### src/rtl/ddr_init_seq_if.sv
// ddr_init_seq_if: start request, status and DRAM command pins between the init sequencer and the pad mux.
interface ddr_init_seq_if #(
  parameter int ROW_W = 13,
  parameter int BA_W  = 2
);
  logic             initddr;
  logic             cke;
  logic             csbar;
  logic             rasbar;
  logic             casbar;
  logic             webar;
  logic [BA_W-1:0]  ba;
  logic [ROW_W-1:0] a;
  logic             odt;
  logic             ready;
  logic             busy;
  logic [3:0]       step;
  modport master (
    input  initddr,
    output cke, csbar, rasbar, casbar, webar, ba, a, odt, ready, busy, step
  );
  modport slave (
    output initddr,
    input  cke, csbar, rasbar, casbar, webar, ba, a, odt, ready, busy, step
  );
endinterface

### src/rtl/ddr_init_seq.sv
// ddr_init_seq: DDR2/DDR3 power-up init sequencer driving registered DRAM command pins until ready.
module ddr_init_seq #(
  parameter int               DDR3    = 0,
  parameter int               ROW_W   = 13,
  parameter int               BA_W    = 2,
  parameter int               CNT_W   = 16,
  parameter int               T_CKE   = 200,
  parameter int               T_XPR   = 200,
  parameter int               T_RP    = 4,
  parameter int               T_MRD   = 4,
  parameter int               T_RFC   = 64,
  parameter int               T_FINAL = 200,
  parameter logic [ROW_W-1:0] MR0     = '0,
  parameter logic [ROW_W-1:0] EMR1    = '0,
  parameter logic [ROW_W-1:0] EMR2    = '0,
  parameter logic [ROW_W-1:0] EMR3    = '0
) (
  input logic            clk,
  input logic            reset,
  ddr_init_seq_if.master bus
);
  typedef enum logic [2:0] {IDLE, CKE_LOW, XPR_WAIT, CMD, WAIT, DONE} state_t;
  // Counters hold remaining cycles minus one, so a zero duration still lasts one cycle.
  localparam logic [CNT_W-1:0] W_CKE   = CNT_W'((T_CKE   > 1) ? T_CKE   - 1 : 0);
  localparam logic [CNT_W-1:0] W_XPR   = CNT_W'((T_XPR   > 1) ? T_XPR   - 1 : 0);
  localparam logic [CNT_W-1:0] W_RP    = CNT_W'((T_RP    > 1) ? T_RP    - 1 : 0);
  localparam logic [CNT_W-1:0] W_MRD   = CNT_W'((T_MRD   > 1) ? T_MRD   - 1 : 0);
  localparam logic [CNT_W-1:0] W_RFC   = CNT_W'((T_RFC   > 1) ? T_RFC   - 1 : 0);
  localparam logic [CNT_W-1:0] W_FINAL = CNT_W'((T_FINAL > 1) ? T_FINAL - 1 : 0);
  localparam logic [3:0]       LAST    = (DDR3 != 0) ? 4'd5 : 4'd11;
  localparam logic [ROW_W-1:0] A10     = ROW_W'(1024);
  localparam logic [ROW_W-1:0] DLL     = ROW_W'(256);
  localparam logic [ROW_W-1:0] OCD     = ROW_W'(896);
  localparam logic [3:0] P_DES = 4'b1111;
  localparam logic [3:0] P_NOP = 4'b0111;
  localparam logic [3:0] P_PRE = 4'b0010;
  localparam logic [3:0] P_REF = 4'b0001;
  localparam logic [3:0] P_MRS = 4'b0000;
  localparam logic [3:0] P_ZQ  = 4'b0110;
  state_t           state_q, state_d;
  logic [CNT_W-1:0] cnt_q, cnt_d;
  logic [3:0]       step_q, step_d;
  logic [3:0]       pins_q, pins_d;
  logic [BA_W-1:0]  ba_q, ba_d;
  logic [ROW_W-1:0] a_q, a_d;
  logic             cke_q, cke_d;
  logic             ready_q, ready_d;
  logic             busy_q, busy_d;
  logic             init_q;
  logic             start;
  logic [3:0]       nxt_step;
  logic [3:0]       c_pins;
  logic [BA_W-1:0]  c_ba;
  logic [ROW_W-1:0] c_a;
  logic [CNT_W-1:0] c_wait;
  assign start    = bus.initddr & ~init_q;
  assign nxt_step = step_q + 4'd1;
  // Command table: the command issued at nxt_step and the spacing to the one after it.
  always_comb begin
    c_pins = P_MRS;
    c_ba   = '0;
    c_a    = '0;
    c_wait = W_MRD;
    if (DDR3 != 0) begin
      case (nxt_step)
        4'd1:    begin c_ba = BA_W'(2); c_a = EMR2; end
        4'd2:    begin c_ba = BA_W'(3); c_a = EMR3; end
        4'd3:    begin c_ba = BA_W'(1); c_a = EMR1; end
        4'd4:    c_a = MR0 | DLL;
        4'd5:    begin c_pins = P_ZQ; c_a = A10; c_wait = W_FINAL; end
        default: ;
      endcase
    end else begin
      case (nxt_step)
        4'd1:    begin c_pins = P_PRE; c_a = A10; c_wait = W_RP; end
        4'd2:    begin c_ba = BA_W'(2); c_a = EMR2; end
        4'd3:    begin c_ba = BA_W'(3); c_a = EMR3; end
        4'd4:    begin c_ba = BA_W'(1); c_a = EMR1; end
        4'd5:    c_a = MR0 | DLL;
        4'd6:    begin c_pins = P_PRE; c_a = A10; c_wait = W_RP; end
        4'd7:    begin c_pins = P_REF; c_wait = W_RFC; end
        4'd8:    begin c_pins = P_REF; c_wait = W_RFC; end
        4'd9:    c_a = MR0 & ~DLL;
        4'd10:   begin c_ba = BA_W'(1); c_a = EMR1 | OCD; end
        4'd11:   begin c_ba = BA_W'(1); c_a = EMR1 & ~OCD; c_wait = W_FINAL; end
        default: ;
      endcase
    end
  end
  always_comb begin
    state_d = state_q;
    cnt_d   = cnt_q;
    step_d  = step_q;
    case (state_q)
      IDLE, DONE: if (start) begin
        state_d = CKE_LOW;
        cnt_d   = W_CKE;
        step_d  = 4'd0;
      end
      CKE_LOW: if (cnt_q == '0) begin
        state_d = XPR_WAIT;
        cnt_d   = W_XPR;
      end else cnt_d = cnt_q - 1'b1;
      XPR_WAIT: if (cnt_q == '0) begin
        state_d = CMD;
        cnt_d   = c_wait;
        step_d  = nxt_step;
      end else cnt_d = cnt_q - 1'b1;
      CMD, WAIT: if (cnt_q != '0) begin
        state_d = WAIT;
        cnt_d   = cnt_q - 1'b1;
      end else if (step_q == LAST) state_d = DONE;
      else begin
        state_d = CMD;
        cnt_d   = c_wait;
        step_d  = nxt_step;
      end
      default: state_d = IDLE;
    endcase
  end
  // Pins are computed from the next state so the registered outputs line up with the state.
  always_comb begin
    pins_d  = (state_d == IDLE) ? P_DES : (state_d == CMD) ? c_pins : P_NOP;
    ba_d    = (state_d == CMD) ? c_ba : '0;
    a_d     = (state_d == CMD) ? c_a : '0;
    cke_d   = (state_d != IDLE) && (state_d != CKE_LOW);
    ready_d = state_d == DONE;
    busy_d  = (state_d != IDLE) && (state_d != DONE);
  end
  always_ff @(posedge clk or negedge reset) begin
    if (!reset) begin
      state_q <= IDLE;
      cnt_q   <= '0;
      step_q  <= '0;
      pins_q  <= P_DES;
      ba_q    <= '0;
      a_q     <= '0;
      cke_q   <= 1'b0;
      ready_q <= 1'b0;
      busy_q  <= 1'b0;
      init_q  <= 1'b0;
    end else begin
      state_q <= state_d;
      cnt_q   <= cnt_d;
      step_q  <= step_d;
      pins_q  <= pins_d;
      ba_q    <= ba_d;
      a_q     <= a_d;
      cke_q   <= cke_d;
      ready_q <= ready_d;
      busy_q  <= busy_d;
      init_q  <= bus.initddr;
    end
  end
  assign {bus.csbar, bus.rasbar, bus.casbar, bus.webar} = pins_q;
  assign bus.cke   = cke_q;
  assign bus.ba    = ba_q;
  assign bus.a     = a_q;
  assign bus.odt   = 1'b0;
  assign bus.ready = ready_q;
  assign bus.busy  = busy_q;
  assign bus.step  = step_q;
endmodule

### src/flat_wrapper.sv
// flat-port wrapper written by rule: the top's interface ports become plain ports
module ddr_init_seq_flat 
#(
  parameter int               DDR3    = 0,
  parameter int               ROW_W   = 13,
  parameter int               BA_W    = 2,
  parameter int               CNT_W   = 16,
  parameter int               T_CKE   = 200,
  parameter int               T_XPR   = 200,
  parameter int               T_RP    = 4,
  parameter int               T_MRD   = 4,
  parameter int               T_RFC   = 64,
  parameter int               T_FINAL = 200,
  parameter logic [ROW_W-1:0] MR0     = '0,
  parameter logic [ROW_W-1:0] EMR1    = '0,
  parameter logic [ROW_W-1:0] EMR2    = '0,
  parameter logic [ROW_W-1:0] EMR3    = '0
)
  (clk, reset, bus_initddr, bus_cke, bus_csbar, bus_rasbar, bus_casbar, bus_webar, bus_ba, bus_a, bus_odt, bus_ready, bus_busy, bus_step);
  ddr_init_seq_if #(.ROW_W(ROW_W), .BA_W(BA_W)) bus_i ();
  input logic clk;
  input logic reset;
  input wire logic [$bits(bus_i.initddr)-1:0] bus_initddr;
  output wire logic [$bits(bus_i.cke)-1:0] bus_cke;
  output wire logic [$bits(bus_i.csbar)-1:0] bus_csbar;
  output wire logic [$bits(bus_i.rasbar)-1:0] bus_rasbar;
  output wire logic [$bits(bus_i.casbar)-1:0] bus_casbar;
  output wire logic [$bits(bus_i.webar)-1:0] bus_webar;
  output wire logic [$bits(bus_i.ba)-1:0] bus_ba;
  output wire logic [$bits(bus_i.a)-1:0] bus_a;
  output wire logic [$bits(bus_i.odt)-1:0] bus_odt;
  output wire logic [$bits(bus_i.ready)-1:0] bus_ready;
  output wire logic [$bits(bus_i.busy)-1:0] bus_busy;
  output wire logic [$bits(bus_i.step)-1:0] bus_step;
  assign bus_i.initddr = bus_initddr;
  assign bus_cke = bus_i.cke;
  assign bus_csbar = bus_i.csbar;
  assign bus_rasbar = bus_i.rasbar;
  assign bus_casbar = bus_i.casbar;
  assign bus_webar = bus_i.webar;
  assign bus_ba = bus_i.ba;
  assign bus_a = bus_i.a;
  assign bus_odt = bus_i.odt;
  assign bus_ready = bus_i.ready;
  assign bus_busy = bus_i.busy;
  assign bus_step = bus_i.step;
  ddr_init_seq #(.DDR3(DDR3), .ROW_W(ROW_W), .BA_W(BA_W), .CNT_W(CNT_W), .T_CKE(T_CKE), .T_XPR(T_XPR), .T_RP(T_RP), .T_MRD(T_MRD), .T_RFC(T_RFC), .T_FINAL(T_FINAL), .MR0(MR0), .EMR1(EMR1), .EMR2(EMR2), .EMR3(EMR3)) u_core (.clk(clk), .reset(reset), .bus(bus_i));
endmodule
### config.mk
export PLATFORM = sky130hd
export DESIGN_NAME = ddr_init_seq_flat
export DESIGN_NICKNAME = d
export VERILOG_FILES = /design/src/rtl/ddr_init_seq_if.sv /design/src/rtl/ddr_init_seq.sv /design/src/flat_wrapper.sv
export SDC_FILE = /design/constraint.sdc
export NUM_CORES = 1
export LEC_CHECK = 0
export ABC_AREA = 1
export ABC_CLOCK_PERIOD_IN_PS = 2100
export BUFFER_PORTS_ARGS = -buffer_cell sky130_fd_sc_hd__buf_4
export CORE_MARGIN = 3
export CORE_UTILIZATION = 57
export DETAILED_ROUTE_END_ITERATION = 8
export GPL_ROUTABILITY_DRIVEN = 0
export PLACE_DENSITY_LB_ADDON = 0.05
export SETUP_SLACK_MARGIN = 0.3
export SYNTH_ARGS = -nofsm -noshare
export SYNTH_HDL_FRONTEND = slang
export SYNTH_SLANG_ARGS = --single-unit
### constraint.sdc
create_clock -name clk -period 2.1 [get_ports clk]
set_input_delay 0.21 -clock clk [delete_from_list [all_inputs] [get_ports clk]]
set_output_delay 0.21 -clock clk [all_outputs]
set_load 0.03 [all_outputs]
==> metrics.md <==
| Metric | Value |
|---|---|
| Die width | about 70 um |
| YS warnings | 0 |
| RSZ-0062 raised after global routing | yes |
| Final slew viol count | 0 |
| Effective utilization at floorplan | 61.9% |
| CTS tree | built |
| Inserted Diodes | 0 |
| Register area | 908 um^2 |
| Comb pwr share | 39.3% |
| Worst-Skew Late Latency | 0.29 ns |
| FF+latch count, synth | 36 |
| FMAX | around 570 MHz |
| # H-tree levels | 2 |
| DP Wirelength | 3810 um |
| GRT Util Overall | 21.9% |
| Worst endpoint required time | 2.27 ns |
| Final min period | 1.76 ns |
| Input/output buffers | 19 |
| R2R Path End | u_core.bus.cke |
| Mapped Area | ~0.0024 mm^2 |
| Internal power | 1.88 mW |
| DR WL/cell | ~13 um |
| DR pass1 iterations | 4 |
| Syn Inst Count | between 300 and 400 |
| Sw Ratio | 39.5% |
| R2R Setup Slk | 0.34 ns |
| Largest net degree at the start of global routing | 37 |
| Number of fill cells | 288 |
| Fin Setup TNS | 0 ns |
| PwrDens | 1090 mW/mm^2 |
| CP Data Arrival Time | 1.93 ns |
| Initial drt markers | between 150 and 200 |
| Most frequent standard cell in the layout excluding fill and tap cells | nand2_1 |
| Worst Setup Start Kind | flip-flop |
| Final Hold Viols | 0 |
| Grt total ovfl | 0 |
| Via count | roughly 2.1k |
| Switching power | 1.23 mW |
| Worst path top cell family by delay | simple AND/OR/NAND/NOR gates |
| Peak VDD IR | 0.959 mV |
| Hold Worst Slack | 0.0381 ns |
| CP Cell Sequence | inv_2 -> ha_4 -> inv_2 -> nor2_1 -> nand2_1 -> nor2_4 -> nand2_4 -> o21ai_4 -> o21ai_4 -> or2_1 |
| Sequential power share | approximately 34% |
| Layout area overhead | 19.7% |
| I/O pin cnt | 30 |
| CP max-delay cell | dfrtp_1 |
| Slowest cell delay on critical path | 0.39 ns |
| Sequential-to-total area share from yosys stat | between 30% and 40% |
| Vias in the first global route | 1958 |
| Drt via density | 5.27 |
| Ratio of cells with drive above 1 in the final layout | 25.2% |
| Crit path max fanout | 6 |
| Synth area leaders | dfrtp_1 (34%), nand2_1 (13%), nor2_1 (7.4%) |
| Status | finished, final reports clean |
| Final setup fails | 0 |
| Die ar. | ~0.0050 mm^2 |
| CP Class | reg -> reg |
| Worst setup EP type | flip-flop |
| Skew final | between 0.006 and 0.007 ns |
| CP bufs+invs | 2 |
| Num CTS Buffers | 5 |
| Worst-path clk slew | 0.07 ns |
| Clock sink count | 36 |
| Clk buf depth | 2 |
| Yosys top cell area share | between 30% and 40% |
| Most frequent cells in the layout | nand2_1 (81), nor2_1 (43), inv_1 (39) |
| Root buffer cell | clkbuf_8 |
| Hold Crit Depth | 1 |
| Initial antenna violation count | 0 |
| Cell taking the most area after synthesis | dfrtp_1 |
| Core ar. | 0.00383 mm^2 |
| DRT antenna net count | 0 |
| HP Start | bus_initddr |
| Global-route wire length before repair | a little under 9000 um |
| Static Leakage | 1.44 nW |
| Worst hold path class | in -> reg |
| Drt total wl | 5270 um |
| Clock share of power | 27.2% |
| Distinct cells, synth | 33 |
| WHS Endpoint | u_core.init_q |
| DR DRC count | 0 |
| Area of the multi-input gates | 0.00130 mm^2 |
| Mapped Avg Cell Area | 7.36 um^2 |
| Final cycle utilization of the critical path | 83.8% |
| DIE HEIGHT | roughly 70 um |
| Max Cap Viol | 0 |
| Crit Reg-Reg Startpoint | u_core.cnt_q[0] |
| Nets | 365 |
| Rows | 22 |
| R2R depth | 10 |
registers in the layout, summed over array words and instances, names as in the netlist, 2 cells and up:
| register | cells |
|---|---|
| u_core.bus.ba | 2 |
| u_core.bus.step | 4 |
| u_core.cnt_q | 16 |
| u_core.bus.a | 3 |
| u_core.state_q | 3 |
| u_core.pins_q | 4 |
final cells by class:
class | instances | area share, %
well taps | 48 | 2.12
clock inverters | 3 | 3.18
inverters | 45 | 5.96
clock buffers | 5 | 2.43
multi-input cells | 238 | 45.9
repair buffers | 30 | 8.38
flip-flops and latches | 36 | 32.0
power groups by stage:
stage	clock network [mW]	logic [mW]	registers, mW
floorplan	0	0.894	1.02
global placement	0	1.08	1.04
CTS	0.857	1.16	1.03
detailed placement	0	1.11	1.04
global route	0.886	1.37	1.06
finish	0.844	1.22	1.04
metrics by stage:
step	std cells	setup slack, ns	instance area (um^2)	util (%)	power (mW)
2_1_floorplan	331	0.338	2400	-	1.92
5_1_grt	405	0.234	2840	74.1	3.32
3_5_place_dp	388	0.245	2520	66.0	2.15
6_report	405	0.340	2840	74.1	3.10
4_1_cts	401	0.320	2740	71.6	3.05
3_3_place_gp	388	0.311	2520	66.0	2.12
layer usage:
metal,share of wire [%],vias up,track usage [%]
met2,46,71,33.8
met3,6.3,7,3.60
met5,0,-,0
li1,-,1064,-
met1,46,991,31.8
met4,1.0,0,5.74
how the worst max path moves through the flow:
stage                      end  slack [ns]          startpoint  depth (start not counted)
2_1_floorplan   u_core.bus.cke        0.34  u_core.bus.step[1]                          9
3_3_place_gp   u_core.cnt_q[0]        0.31  u_core.bus.step[1]                          8
3_5_place_dp   u_core.cnt_q[0]        0.25  u_core.bus.step[0]                          8
4_1_cts         u_core.bus.cke        0.32     u_core.cnt_q[0]                         10
5_1_grt         u_core.bus.cke        0.23     u_core.cnt_q[0]                         10
6_report        u_core.bus.cke        0.34     u_core.cnt_q[0]                         10
cell families (layout without fill, tap and decap cells):
family | Yosys count | after routing | synth area share, %
other cells | 1 | 10 | 0.158
compound gates | 31 | 31 | 9.13
fa+ha+maj | 6 | 6 | 3.17
buf+inv | 57 | 83 | 11.2
flops | 36 | 36 | 38.2
xor+xnor | 6 | 6 | 2.22
simple gates | 185 | 185 | 35.8
synthesized netlist by cell type (all sizes together):
| cell | count |
|---|---|
| a21boi | 1 |
| a21oi | 4 |
| buf | 12 |
| conb | 1 |
| dfrtp | 32 |
| dfstp | 4 |
| ha | 6 |
| inv | 45 |
| nand2 | 96 |
| nand3 | 27 |
| nand4 | 5 |
| nor2 | 53 |
| nor3 | 3 |
| o2111ai | 3 |
| o211ai | 1 |
| o21ai | 18 |
| o311ai | 1 |
| o31ai | 3 |
| or2 | 1 |
| xor2 | 6 |
repair_timing:
action / CTS / global route
endpoints found under the hold margin: 32 / 0
endpoints found under the setup margin: 5 / 29
pin swaps: 1 / 9
buffers inserted: 4 / 4
resized for setup: 1 / 22
hold buffers: 1 / 0
(Power assumes the default switching activity.)
